### config.mk
export PLATFORM = sky130hd
export DESIGN_NAME = ipgu_window_sched
export DESIGN_NICKNAME = d
export VERILOG_FILES = /design/src/rtl/ipgu_window_sched.sv
export SDC_FILE = /design/constraint.sdc
export NUM_CORES = 1
export LEC_CHECK = 0
export BUFFER_PORTS_ARGS = -buffer_cell sky130_fd_sc_hd__buf_2
export CAP_MARGIN = 20
export CORE_ASPECT_RATIO = 1.5
export CORE_UTILIZATION = 35
export DETAILED_ROUTE_END_ITERATION = 12
export PLACE_DENSITY_LB_ADDON = 0.05
export SLEW_MARGIN = 20
export SYNTH_ARGS = -nofsm -noshare
export SYNTH_HDL_FRONTEND = slang
export SYNTH_SLANG_ARGS = --single-unit
### constraint.sdc
create_clock -name clk -period 3.8 [get_ports clk]
set_input_delay 0.19 -clock clk [delete_from_list [all_inputs] [get_ports clk]]
set_output_delay 0.19 -clock clk [all_outputs]
set_load 0.05 [all_outputs]
### src/rtl/ipgu_window_sched.sv
// ipgu_window_sched
//
// Sequences the image pyramid generation unit across all pyramid levels. For each
// level it walks WIN x WIN window origins with a stride of STEP in raster order and
// offers each origin on a valid/ready handshake. Between levels it requests a
// downscale of the current level into the next and waits for the acknowledge. A
// one-cycle done pulse marks acceptance of the last window of the last level.
//
// Optional build macro: IPGU_SCHED_PERF_EN adds the stallCnt and scaleWaitCnt
// performance counters. Without it neither port nor counter logic exists.
//
// Ports:
//   clk, rst      clock; asynchronous active-high reset
//   start         begin a full pyramid pass (sampled in IDLE only)
//   busy          pass in progress
//   done          one-cycle pulse at end of pass
//   winVld/winRdy window origin handshake
//   winRow/winCol window top row / left column
//   winLevel      current pyramid level
//   winLast       current window is the last of its level
//   scaleReq      request downscale of the current level into the next
//   scaleAck      downscale complete (one-cycle pulse)
//   scaleSrcDim   dimension of the current level
//   scaleDstDim   dimension of the next level
//   stallCnt      (perf build) cycles with winVld && !winRdy, saturating
//   scaleWaitCnt  (perf build) cycles with scaleReq && !scaleAck, saturating

module ipgu_window_sched #(
  parameter int unsigned NUM_LEVELS = 6,
  parameter int unsigned COORD_W    = 9,
  parameter logic [NUM_LEVELS*COORD_W-1:0] LEVEL_DIMS =
    {9'd20, 9'd60, 9'd120, 9'd180, 9'd240, 9'd300},
  parameter int unsigned WIN        = 20,
  parameter int unsigned STEP       = 10,
  localparam int unsigned LVL_W     = (NUM_LEVELS > 1) ? $clog2(NUM_LEVELS) : 1
) (
  input  logic               clk,
  input  logic               rst,
  input  logic               start,
  output logic               busy,
  output logic               done,
  output logic               winVld,
  input  logic               winRdy,
  output logic [COORD_W-1:0] winRow,
  output logic [COORD_W-1:0] winCol,
  output logic [LVL_W-1:0]   winLevel,
  output logic               winLast,
  output logic               scaleReq,
  input  logic               scaleAck,
  output logic [COORD_W-1:0] scaleSrcDim,
  output logic [COORD_W-1:0] scaleDstDim
`ifdef IPGU_SCHED_PERF_EN
  ,
  output logic [31:0]        stallCnt,
  output logic [31:0]        scaleWaitCnt
`endif
);

  typedef enum logic [1:0] {Idle, Emit, Scale, Done} state_e;

  localparam logic [LVL_W-1:0]   LastLevel = LVL_W'(NUM_LEVELS - 1);
  localparam logic [COORD_W-1:0] WinC      = COORD_W'(WIN);
  localparam logic [COORD_W-1:0] StepC     = COORD_W'(STEP);

  state_e             state;
  logic [LVL_W-1:0]   level;
  logic [COORD_W-1:0] row;
  logic [COORD_W-1:0] col;

  logic [COORD_W-1:0] dimTab [NUM_LEVELS];
  logic [LVL_W-1:0]   nextLevel;
  logic [COORD_W-1:0] curDim;
  logic [COORD_W-1:0] nxtDim;
  logic [COORD_W-1:0] lim;
  logic [COORD_W-1:0] colNext;
  logic [COORD_W-1:0] rowNext;

  for (genvar i = 0; i < NUM_LEVELS; i++) begin : gDim
    assign dimTab[i] = LEVEL_DIMS[i*COORD_W +: COORD_W];
  end

  // nextLevel is only meaningful below LastLevel; clamp the lookup otherwise.
  assign nextLevel = level + LVL_W'(1);
  assign curDim    = dimTab[level];
  assign nxtDim    = (level == LastLevel) ? curDim : dimTab[nextLevel];
  // Largest origin on this level; legal dims keep col/row + STEP <= lim, so no wrap.
  assign lim       = curDim - WinC;
  assign colNext   = col + StepC;
  assign rowNext   = row + StepC;

  assign winRow    = row;
  assign winCol    = col;
  assign winLevel  = level;

  always_ff @(posedge clk or posedge rst) begin
    if (rst) begin
      state       <= Idle;
      level       <= '0;
      row         <= '0;
      col         <= '0;
      winVld      <= 1'b0;
      winLast     <= 1'b0;
      busy        <= 1'b0;
      done        <= 1'b0;
      scaleReq    <= 1'b0;
      scaleSrcDim <= '0;
      scaleDstDim <= '0;
    end else begin
      unique case (state)
        Idle: begin
          done <= 1'b0;
          if (start) begin
            state   <= Emit;
            level   <= '0;
            row     <= '0;
            col     <= '0;
            winVld  <= 1'b1;
            busy    <= 1'b1;
            winLast <= (dimTab[0] == WinC);
          end
        end

        Emit: begin
          if (winVld && winRdy) begin
            if (col < lim) begin
              col     <= colNext;
              winLast <= (row == lim) && (colNext == lim);
            end else if (row < lim) begin
              // New row starts at col 0, which cannot be the last origin since lim > 0.
              col     <= '0;
              row     <= rowNext;
              winLast <= 1'b0;
            end else begin
              winVld  <= 1'b0;
              winLast <= 1'b0;
              if (level == LastLevel) begin
                state <= Done;
                done  <= 1'b1;
              end else begin
                state       <= Scale;
                scaleReq    <= 1'b1;
                scaleSrcDim <= curDim;
                scaleDstDim <= nxtDim;
              end
            end
          end
        end

        Scale: begin
          if (scaleAck) begin
            state       <= Emit;
            scaleReq    <= 1'b0;
            scaleSrcDim <= '0;
            scaleDstDim <= '0;
            level       <= nextLevel;
            row         <= '0;
            col         <= '0;
            winVld      <= 1'b1;
            winLast     <= (nxtDim == WinC);
          end
        end

        Done: begin
          state <= Idle;
          done  <= 1'b0;
          busy  <= 1'b0;
          level <= '0;
          row   <= '0;
          col   <= '0;
        end

        default: state <= Idle;
      endcase
    end
  end

`ifdef IPGU_SCHED_PERF_EN
  logic startAccept;
  assign startAccept = (state == Idle) && start;

  always_ff @(posedge clk or posedge rst) begin
    if (rst) begin
      stallCnt     <= '0;
      scaleWaitCnt <= '0;
    end else if (startAccept) begin
      stallCnt     <= '0;
      scaleWaitCnt <= '0;
    end else begin
      if (winVld && !winRdy && (stallCnt != '1)) begin
        stallCnt <= stallCnt + 32'd1;
      end
      if (scaleReq && !scaleAck && (scaleWaitCnt != '1)) begin
        scaleWaitCnt <= scaleWaitCnt + 32'd1;
      end
    end
  end
`endif

`ifndef SYNTHESIS
  // Every level must hold at least one window and land exactly on the stride grid.
  function automatic bit dimsLegal();
    for (int i = 0; i < int'(NUM_LEVELS); i++) begin
      int unsigned d;
      d = 32'(LEVEL_DIMS[i*COORD_W +: COORD_W]);
      if (d < WIN) return 1'b0;
      if (((d - WIN) % STEP) != 0) return 1'b0;
    end
    return 1'b1;
  endfunction

  localparam bit DimsOk = dimsLegal();

  always @(posedge clk) begin
    if (!rst) begin
      assert (DimsOk) else $error("ipgu_window_sched: illegal LEVEL_DIMS");
    end
  end
`endif

endmodule

==> run_results.csv, run 1 <==
group,metric,value,unit
worst_setup_path,worstPathCellList,"nor2_1 -> a21oi_1 -> inv_1 -> ha_1 -> or2_1 -> o22ai_1 -> o21bai_1 -> a21oi_2 -> nor2_2 -> a31oi_2 -> a22o_1",
clocking,cts_buffers,5,
worst_setup_path,critical_path.max_fanout,18,
outcome,status,"finished clean",
drt,drtIter0Drc,95,
final_layout,fillers,780,
final_layout,antenna_cells,0,
pwr,p_leak,1.49,nW
synth,synth-compound-area-share,24.2,%
timing,period_minus_slack,3390,ps
floorplan,ios,49,
placement,io_buffer_count,42,
global_route,grt_usage,19.5,%
drt,wl_per_cell,16.4,um
worst_setup_path,endpoint_kind,"flop",
timing,fmax,0.295,GHz
synth,synth_top_area_share,37.3,%
final_layout,fin_nets,362,
final_layout,finish.instance_area,3060,um2
final_layout,area_growth,14.0,%
timing,worst_slew_pin_slew,710,ps
synth,yosys.area_share.simple,16.8,%
global_route,antenna_found_initial,0,
synth,synth_fa_ha_area_share,10.7,%
clocking,cts_max_level,2,
clocking,cts_tree,"built",
drt,viasPerCell,5.34,
min_path,worstHoldPathType,"in -> async",
timing,setup_viol_count_final,0,
synth,ys_top_cells_by_area,"dfrtp_1 37%, ha_1 10%, a21oi_1 5.2%",
worst_setup_path,cp.required,4040,ps
timing,tns,0,ps
worst_setup_path,criticalPathCategory,"reg -> reg",
drt,vias,2327,
synth,synthArstFlopShare,100,%
clocking,clockBufferDepth,2,
global_route,grt_pass1_vias,2260,
final_layout,final_common_cell,"buf_2",
synth,seq_area_frac_synth,37.3,%
floorplan,coreArea,7320,um2
worst_setup_path,path_buf_inv,1,
timing,finalMaxSlewViolations,0,
floorplan,initial_core_util,36.7,%
synth,netlist_instances,296,
timing,hold_viol,0,
floorplan,die_w,73.5,um
worst_setup_path,regToRegStartpoint,"winLevel[2]",
placement,gp_congestion,0.816,
synth,ys_seq_elements,40,
worst_setup_path,critPathMaxStageDelay,680,ps
global_route,grt_max_degree,41,
pwr,irDropWorstVdd,359,uV
worst_setup_path,arrival,3630,ps
clocking,hold_buffers,0,
pwr,power.density,716,nW/um2
floorplan,die_h,109,um
synth,synth_top_family_by_area,"compound AO/OA/AOI/OAI gates",
worst_setup_path,cp-start-kind,"flop",
synth,muxShareOfSynthArea,0.839,%
synth,netlist_area,2690,um2
run,max_cap_viol_count,0,
placement,dpl-instance-area,2970,um2
worst_setup_path,crit_path_start,"winLevel[2]",
synth,yosysWarnings,0,
final_layout,utilization,41.8,%
floorplan,fp-row-count,38,
synth,synth.largest_area_cell,"dfrtp_1",
synth,synth_edf_count,0,
timing,fin_crit_sh,89.1,%
drt,wirelength,7150,um
clocking,cts_resized,0,
drt,first_pass_iters,4,
final_layout,final_cell_mix,"42 x buf_2, 40 x dfrtp_1, 28 x a21oi_1",
worst_setup_path,crit_family,"compound AO/OA/AOI/OAI gates",
synth,syn_avg_cell_area,9.07,um2
timing,fin_worst_skew,10.1,ps
placement,dp_hpwl,5100,um
synth,synth_xor_area_share,3.59,%
clocking,cts_sinks,40,
drt,ant_nets,0,
timing,rsz0062_at_grt,"no",
final_layout,drive_gt1_share,19.3,%
synth,synth_cell_types,53,
global_route,overflow,0,
clocking,post-cts-setup-buffers,0,
timing,slew_headroom,52.5,%
clocking,clk_pin_slew_worst_paths,90,ps
clocking,clk_latency,310,ps
clocking,cts_root_buffer,"clkbuf_8",
drt,drc,0,
global_route,grt_pass1_wl,11800,um
floorplan,fp.dieArea,8030,um2
worst_setup_path,crit_path_top_delay_cell,"dfrtp_1",
synth,synth_flop_cell,"dfrtp_1",
layer usage:
| metal | wire length [um] | global-route usage, % | part of all wire [%] |
|---|---|---|---|
| met1 | 3320 | 24.3 | 46 |
| met2 | 3390 | 32.5 | 47 |
| met3 | 224 | 3.42 | 3.1 |
| met4 | 214 | 8.79 | 3.0 |
| met5 | 0 | 0 | 0 |
flip-flops by register name, summed over array words and instances, names as in the netlist:
register     count
winCol           8
state            2
scaleSrcDim      7
done             1
busy             1
scaleReq         1
winRow           8
winLevel         3
scaleDstDim      7
winVld           1
winLast          1
layout make-up:
type	count	area (um2)	area share, %
clock buffers	6	82.6	2.70
clock inverters	2	10.0	0.327
inverters	13	48.8	1.59
multi-input cells	226	1530	50.0
flip-flops and latches	40	1000	32.7
well taps	100	125	4.09
repair buffers	49	263	8.59
kinds of logic after synthesis:
group	count (synthesis)
other	1
XOR/XNOR	11
buffers and inverters	35
AO/OA/AOI/OAI	93
multiplexers	2
AND/OR/NAND/NOR	91
adder cells (fa/ha/maj)	23
flip-flops	40
path summary, 6_finish.rpt:
kind | to | slack, ps | depth (start not counted)
min reg2reg | scaleDstDim[6] | 490 | 1
min in group clk | busy | 180 | 3
max in group asynchronous | winRow[3] | 3400 | 3
max | scaleDstDim[5] | 410 | 11
min | winCol[8] | 3 | 3
max reg2reg | scaleDstDim[5] | 410 | 11
worst register-to-register path, delay by kind of cell (launching register included):
family | cells | cell delay, ps
flip-flops | 1 | 680
AND/OR/NAND/NOR | 3 | 520
AO/OA/AOI/OAI | 6 | 1790
buffers and inverters | 1 | 130
adder cells (fa/ha/maj) | 1 | 220
Yosys cell counts (all sizes together), types with 2 or more instances:
cell,number
a21o,4
nor2b,3
a22o,9
nor3,9
nor2,20
o2bb2ai,6
a41o,4
a32o,7
xor2,3
clkbuf,11
buf,11
nand2b,2
dfrtp,40
nand4,7
a31oi,5
inv,13
mux2,2
o21a,2
a21oi,30
o21ai,14
nand2,27
xnor2,8
ha,22
nand3b,2
nor3b,2
nand3,6
and3,3
or3,5
through the flow:
step	worst slack, ps	std cells	power (mW)	hold WS, ps
finish	413	436	2.19	3.08
global route	21.6	436	2.35	59.5
CTS	383	436	2.21	29.7
detailed placement	399	428	1.90	368
global placement	453	428	1.89	365
floorplan	461	301	1.60	383
power by group:
part	total, mW	switching [mW]	internal [mW]
logic	1.19	0.818	0.376
clock network	0.314	0.169	0.145
registers	0.682	0.148	0.534
total	2.19	1.14	1.05
(Power assumes the default switching activity.)
==> inputs of run 2 (changes only) <==
--- a/config.mk
+++ b/config.mk
@@ -11,6 +11,7 @@
 export CORE_UTILIZATION = 35
 export DETAILED_ROUTE_END_ITERATION = 12
 export PLACE_DENSITY_LB_ADDON = 0.05
+export RECOVER_POWER = 100
 export SLEW_MARGIN = 20
 export SYNTH_ARGS = -nofsm -noshare
 export SYNTH_HDL_FRONTEND = slang
==> run 2 against run 1 <==
Net effect:
- the flow now finishes with violations (capacitance limit, slew limit)
- setup slack lost 90 ps
- utilization shrank 0.77 points
- first-iteration DRC count grew 1.1%
- sequential power is essentially flat
- cell area shrank 1.8%
- power shrank 1.2%
- die area is the same
- flip-flop and latch count is the same
- final cell count is the same
- critical endpoint is now winRow[1]
==> run_results.csv, run 2 (synthesized netlist as in run 1, its figures left out) <==
group,metric,value,unit
outcome,status,"finished, violations left",
outcome,violations,"capacitance limit, slew limit",
floorplan,fp-row-count,38,
floorplan,die_h,109,um
global_route,grt_max_degree,41,
final_layout,utilization,41.0,%
final_layout,multi_input_area,1530,um2
worst_setup_path,critical_path.max_fanout,18,
drt,drc,0,
clocking,cts_max_level,2,
floorplan,die_w,73.5,um
worst_setup_path,crit_path_top_delay_cell,"dfrtp_1",
clocking,hold_buffers,0,
final_layout,area_growth,11.9,%
drt,drtIter0Drc,96,
worst_setup_path,critPathMaxStageDelay,680,ps
clocking,clockBufferDepth,2,
worst_setup_path,criticalPathCategory,"reg -> reg",
pwr,switching_share,52.8,%
final_layout,finish.instance_area,3000,um2
final_layout,ff_latch_area,1000,um2
clocking,cts_root_buffer,"clkbuf_8",
timing,tns,0,ps
timing,finalMaxSlewViolations,41,
global_route,antenna_found_initial,0,
drt,wirelength,7190,um
final_layout,fillers,796,
run,max_cap_viol_count,1,
drt,first_pass_iters,4,
final_layout,antenna_cells,0,
clocking,clk_pin_slew_worst_paths,80,ps
worst_setup_path,cp-start-kind,"flop",
pwr,power,2.16,mW
placement,dp_hpwl,5100,um
placement,gp_congestion,0.816,
timing,fin_worst_skew,9.73,ps
global_route,use_met1,24.3,%
pwr,p_leak,1.33,nW
worst_setup_path,worstPathCellList,"nor2_1 -> a21oi_1 -> inv_1 -> ha_1 -> a21o_1 -> maj3_2 -> a21o_1 -> nor2_2 -> clkbuf_1 -> mux2_1 -> a22o_1",
final_layout,final_cell_mix,"40 x dfrtp_1, 40 x clkbuf_1, 28 x a21oi_1",
floorplan,ios,49,
timing,rsz0062_at_grt,"no",
pwr,switchingPower,1.14,mW
drt,wl_per_cell,16.5,um
clocking,cts_resized,0,
global_route,grt_pass1_vias,2260,
min_path,worstHoldPathType,"in -> reg",
global_route,grt_usage,19.5,%
worst_setup_path,cp.required,4000,ps
timing,worst_slew_pin_slew,2340,ps
pwr,comb_power_share,53.7,%
final_layout,drive_gt1_share,7.44,%
timing,period_minus_slack,3480,ps
pwr,p_clk_share,14.7,%
floorplan,fp.dieArea,8030,um2
worst_setup_path,endpoint_kind,"flop",
clocking,cts_tree,"built",
pwr,seqPwrFrac,31.6,%
timing,setup_viol_count_final,0,
global_route,use_met2,32.5,%
clocking,post-cts-setup-buffers,0,
pwr,power.density,720,nW/um2
min_path,holdCritStartpoint,"start",
final_layout,fin_nets,362,
clocking,clk_latency,310,ps
worst_setup_path,cpMostUsedCell,"a21o_1",
floorplan,coreArea,7320,um2
worst_setup_path,regToRegStartpoint,"winLevel[2]",
worst_setup_path,crit_path_start,"winLevel[2]",
clocking,cts_sinks,40,
global_route,overflow,0,
floorplan,initial_core_util,36.7,%
worst_setup_path,arrival,3670,ps
timing,slew_headroom,-55.9,%
placement,io_buffer_count,42,
drt,ant_nets,0,
timing,fmax,0.288,GHz
timing,hold_viol,0,
clocking,cts_buffers,5,
drt,vias,2345,
timing,fin_crit_sh,91.5,%
pwr,p_int,1.02,mW
placement,dpl-instance-area,2970,um2
drt,viasPerCell,5.38,
global_route,grt_pass1_wl,11800,um
global_route,top_usage_layer,"met2",
global_route,use_met3,3.42,%
pwr,irDropWorstVdd,348,uV
[run 2: cell count changes in the layout (fill, tap and decap cells not counted)]
cell	previous run	this run
buf_4	7	5
buf_2	42	4
and4_2	0	1
o21ai_0	12	14
o21ai_1	2	0
clkbuf_1	0	40
and4_4	1	0
[run 2: worst max-delay path: cells and delay by family, from the launching register on]
kind	cells	cell delay, ps
AO/OA/AOI/OAI	4	810
adder cells (fa/ha/maj)	2	620
buffers and inverters	2	640
flip-flops	1	680
multiplexers	1	380
AND/OR/NAND/NOR	2	210
[run 2: layout make-up]
class | count | area share, %
multi-input cells | 226 | 50.9
flip-flops and latches | 40 | 33.3
repair buffers | 49 | 6.91
well taps | 100 | 4.16
clock buffers | 6 | 2.75
inverters | 13 | 1.62
clock inverters | 2 | 0.333
[run 2: final timing paths]
kind	cells after the start	slack [ps]	to
setup reg to reg	11	320	winRow[1]
max in group asynchronous	3	1730	winCol[1]
hold / removal	3	180	busy
hold reg to reg	1	500	scaleDstDim[6]
min in group asynchronous	3	730	winCol[8]
setup / recovery	11	320	winRow[1]
[run 2: layer usage]
metal	wire [um]	vias to the layer above	part of all wire (%)
li1	-	1161	-
met1	3370	1126	47
met2	3370	46	47
met3	232	12	3.2
met4	214	0	3.0
met5	0	-	0
[run 2: power by group through the flow]
| stage | clock network, mW | logic, mW | registers (mW) |
|---|---|---|---|
| after floorplan | 0 | 0.600 | 0.995 |
| after global placement | 0 | 1.20 | 0.693 |
| after detailed placement | 0 | 1.20 | 0.693 |
| after CTS | 0.323 | 1.20 | 0.685 |
| after global routing | 0.343 | 1.27 | 0.707 |
| final | 0.318 | 1.16 | 0.685 |
[run 2: per-stage QoR]
stage | setup slack (ps) | cells | hold slack, ps
6_report | 323 | 436 | 182
3_5_place_dp | 399 | 428 | 368
3_3_place_gp | 453 | 428 | 365
2_1_floorplan | 461 | 301 | 383
4_1_cts | 383 | 436 | 29.7
5_1_grt | 27.6 | 436 | 226
==> inputs of run 3 (changes only) <==
--- a/config.mk
+++ b/config.mk
@@ -5,6 +5,7 @@
 export SDC_FILE = /design/constraint.sdc
 export NUM_CORES = 1
 export LEC_CHECK = 0
+export ABC_AREA = 1
 export BUFFER_PORTS_ARGS = -buffer_cell sky130_fd_sc_hd__buf_2
 export CAP_MARGIN = 20
 export CORE_ASPECT_RATIO = 1.5
==> run 3 against run 2 <==
Net effect:
- the flow still finishes with violations (capacitance limit, slew limit)
- worst hold slack improved by 24 ps
- sequential power shrank 9.8%
- flip-flop and latch count unchanged
- non-clock buffer count shrank 5
- final cell count rose by 25%
- first-iteration DRC count fell by 3.1%
- highest routed layer unchanged
- register-to-register slack better by 170 ps
- die area up 7.7%
- maximum frequency rose by 5.1%
- via count is 8.6% higher
- utilization decreased by 0.75 points
- area after synthesis grew 7.9%
==> run_results.csv, run 3 <==
group,metric,value,unit
drt,viasPerCell,4.68,
final_layout,final_cell_mix,"128 x nand2_1, 46 x inv_1, 40 x dfrtp_1",
final_layout,ff_latch_area,1000,um2
timing,slew_headroom,-45.2,%
synth,synth_top_area_share,34.5,%
drt,wirelength,7160,um
worst_setup_path,cp.required,4020,ps
final_layout,stdcell_count,544,
synth,synth_cell_types,34,
global_route,grt_usage,17.7,%
synth,synth.largest_area_cell,"dfrtp_1",
worst_setup_path,critical_path.max_fanout,12,
drt,vias,2547,
drt,drc,0,
pwr,power,2.07,mW
pwr,p_leak,1.67,nW
worst_setup_path,endpoint_kind,"flop",
synth,seq_area_frac_synth,34.5,%
synth,synth_commonest_cells,"119 x nand2_1, 45 x inv_1, 40 x dfrtp_1",
final_layout,utilization,40.3,%
final_layout,final_common_cell,"nand2_1",
clocking,post-cts-setup-buffers,0,
timing,tns,0,ps
clocking,cts_tree,"built",
final_layout,antenna_cells,0,
synth,netlist_instances,394,
global_route,overflow,0,
placement,gp_congestion,0.818,
timing,rsz0062_at_grt,"no",
outcome,violations,"capacitance limit, slew limit",
final_layout,fin_nets,465,
pwr,irDropWorstVdd,298,uV
synth,yosysWarnings,0,
drt,first_pass_iters,4,
floorplan,die_w,76.3,um
clocking,hold_buffers,0,
clocking,clk_pin_slew_worst_paths,60,ps
worst_setup_path,path_buf_inv,3,
worst_setup_path,worstPathCellList,"inv_1 -> ha_1 -> inv_1 -> nor2_1 -> inv_1 -> ha_1 -> nand4_1 -> nor2_2 -> o21ai_2 -> nand2_1 -> nand2_2 -> o21ai_1 -> nand2_1 -> nand2_1",
floorplan,fp.dieArea,8650,um2
final_layout,fillers,903,
clocking,cts_resized,0,
timing,fmax,0.302,GHz
synth,ys_seq_elements,40,
clocking,cts_root_buffer,"clkbuf_16",
placement,dp_hpwl,5580,um
run,max_cap_viol_count,1,
drt,wl_per_cell,13.2,um
final_layout,multi_input_area,1570,um2
global_route,antenna_found_initial,0,
final_layout,drive_gt1_share,9.34,%
worst_setup_path,cp-start-kind,"flop",
worst_setup_path,arrival,3530,ps
drt,drtIter0Drc,93,
global_route,grt_pass1_wl,12000,um
synth,syn_avg_cell_area,7.35,um2
min_path,worstHoldPathType,"in -> reg",
worst_setup_path,critPathMaxStageDelay,650,ps
synth,synth_most_common_cell,"nand2_1",
floorplan,fp-row-count,40,
pwr,power.density,642,nW/um2
floorplan,initial_core_util,36.2,%
worst_setup_path,criticalPathCategory,"reg -> reg",
final_layout,area_growth,11.3,%
clocking,cts_buffers,5,
worst_setup_path,r2r_setup_slack,490,ps
synth,synth_edf_count,0,
timing,fin_crit_sh,87.0,%
worst_setup_path,crit_path_top_delay_cell,"o21ai_1",
synth,synthArstFlopShare,100,%
timing,setup_viol_count_final,0,
timing,fin_worst_skew,7.69,ps
synth,ys_top_cells_by_area,"dfrtp_1 35%, nand2_1 15%, ha_1 9.5%",
floorplan,ios,49,
synth,synth_flop_cell,"dfrtp_1",
global_route,grt_pass1_vias,2397,
clocking,clockBufferDepth,2,
placement,io_buffer_count,42,
floorplan,coreArea,8010,um2
timing,hold_viol,0,
timing,worst_slew_pin_slew,2180,ps
timing,period_minus_slack,3310,ps
clocking,clk_latency,290,ps
timing,finalMaxSlewViolations,41,
drt,ant_nets,0,
clocking,cts_sinks,40,
floorplan,die_h,113,um
clocking,cts_max_level,2,
placement,place_inst,536,
global_route,grt_max_degree,41,
outcome,status,"finished, violations left",
synth,netlist_area,2900,um2
worst_setup_path,crit_family,"simple AND/OR/NAND/NOR gates",
[run 3: path summary, 6_finish.rpt]
kind                                 from             end  cells past startpoint
max                           winLevel[0]       winCol[7]                     14
min                                 start            busy                      5
max reg2reg                   winLevel[0]       winCol[7]                     14
min reg2reg                scaleDstDim[5]  scaleDstDim[5]                      2
max in group asynchronous             rst  scaleDstDim[3]                      3
min in group asynchronous             rst       winCol[3]                      3
[run 3: where the power goes]
group | switching [mW] | leakage [nW] | internal, mW
combinational | 0.798 | 1.08 | 0.236
clock | 0.176 | 0.0736 | 0.242
sequential | 0.0912 | 0.519 | 0.526
[run 3: kinds of logic after synthesis]
family / count (synthesis) / synth area share [%]
compound gates: 32 / 6.26
simple gates: 228 / 36.9
fa+ha+maj: 22 / 9.50
xor+xnor: 7 / 2.12
flops: 40 / 34.5
other cells: 1 / 0.129
buf+inv: 64 / 10.6
[run 3: final cells by class]
cell class	instances	area share [%]
clock inverters	3	0.582
multi-input cells	295	48.8
flip-flops and latches	40	31.0
well taps	105	4.07
clock buffers	5	3.88
repair buffers	44	5.39
inverters	52	6.28
[run 3: worst register-to-register path, cell delays in order, from the launching register on]
cell and delay [ps]:
dfrtp_1 590, inv_1 190, ha_1 400, inv_1 90, nor2_1 200, inv_1 120, ha_1 310, nand4_1 130
nor2_2 140, o21ai_2 80, nand2_1 80, nand2_2 80, o21ai_1 650, nand2_1 100, nand2_1 100
[run 3: routing by layer]
metal | routed length (um) | track usage (%)
met5 | 0 | 0
met4 | 221 | 7.82
met3 | 206 | 2.48
met1 | 3130 | 21.1
met2 | 3600 | 31.4
[run 3: metrics by stage]
stage,setup WS [ps],instance area (um2),hold WS (ps)
floorplan,762,2920,386
global placement,794,3170,354
detailed placement,678,3170,359
CTS,652,3310,58.8
global route,215,3230,242
finish,493,3230,206
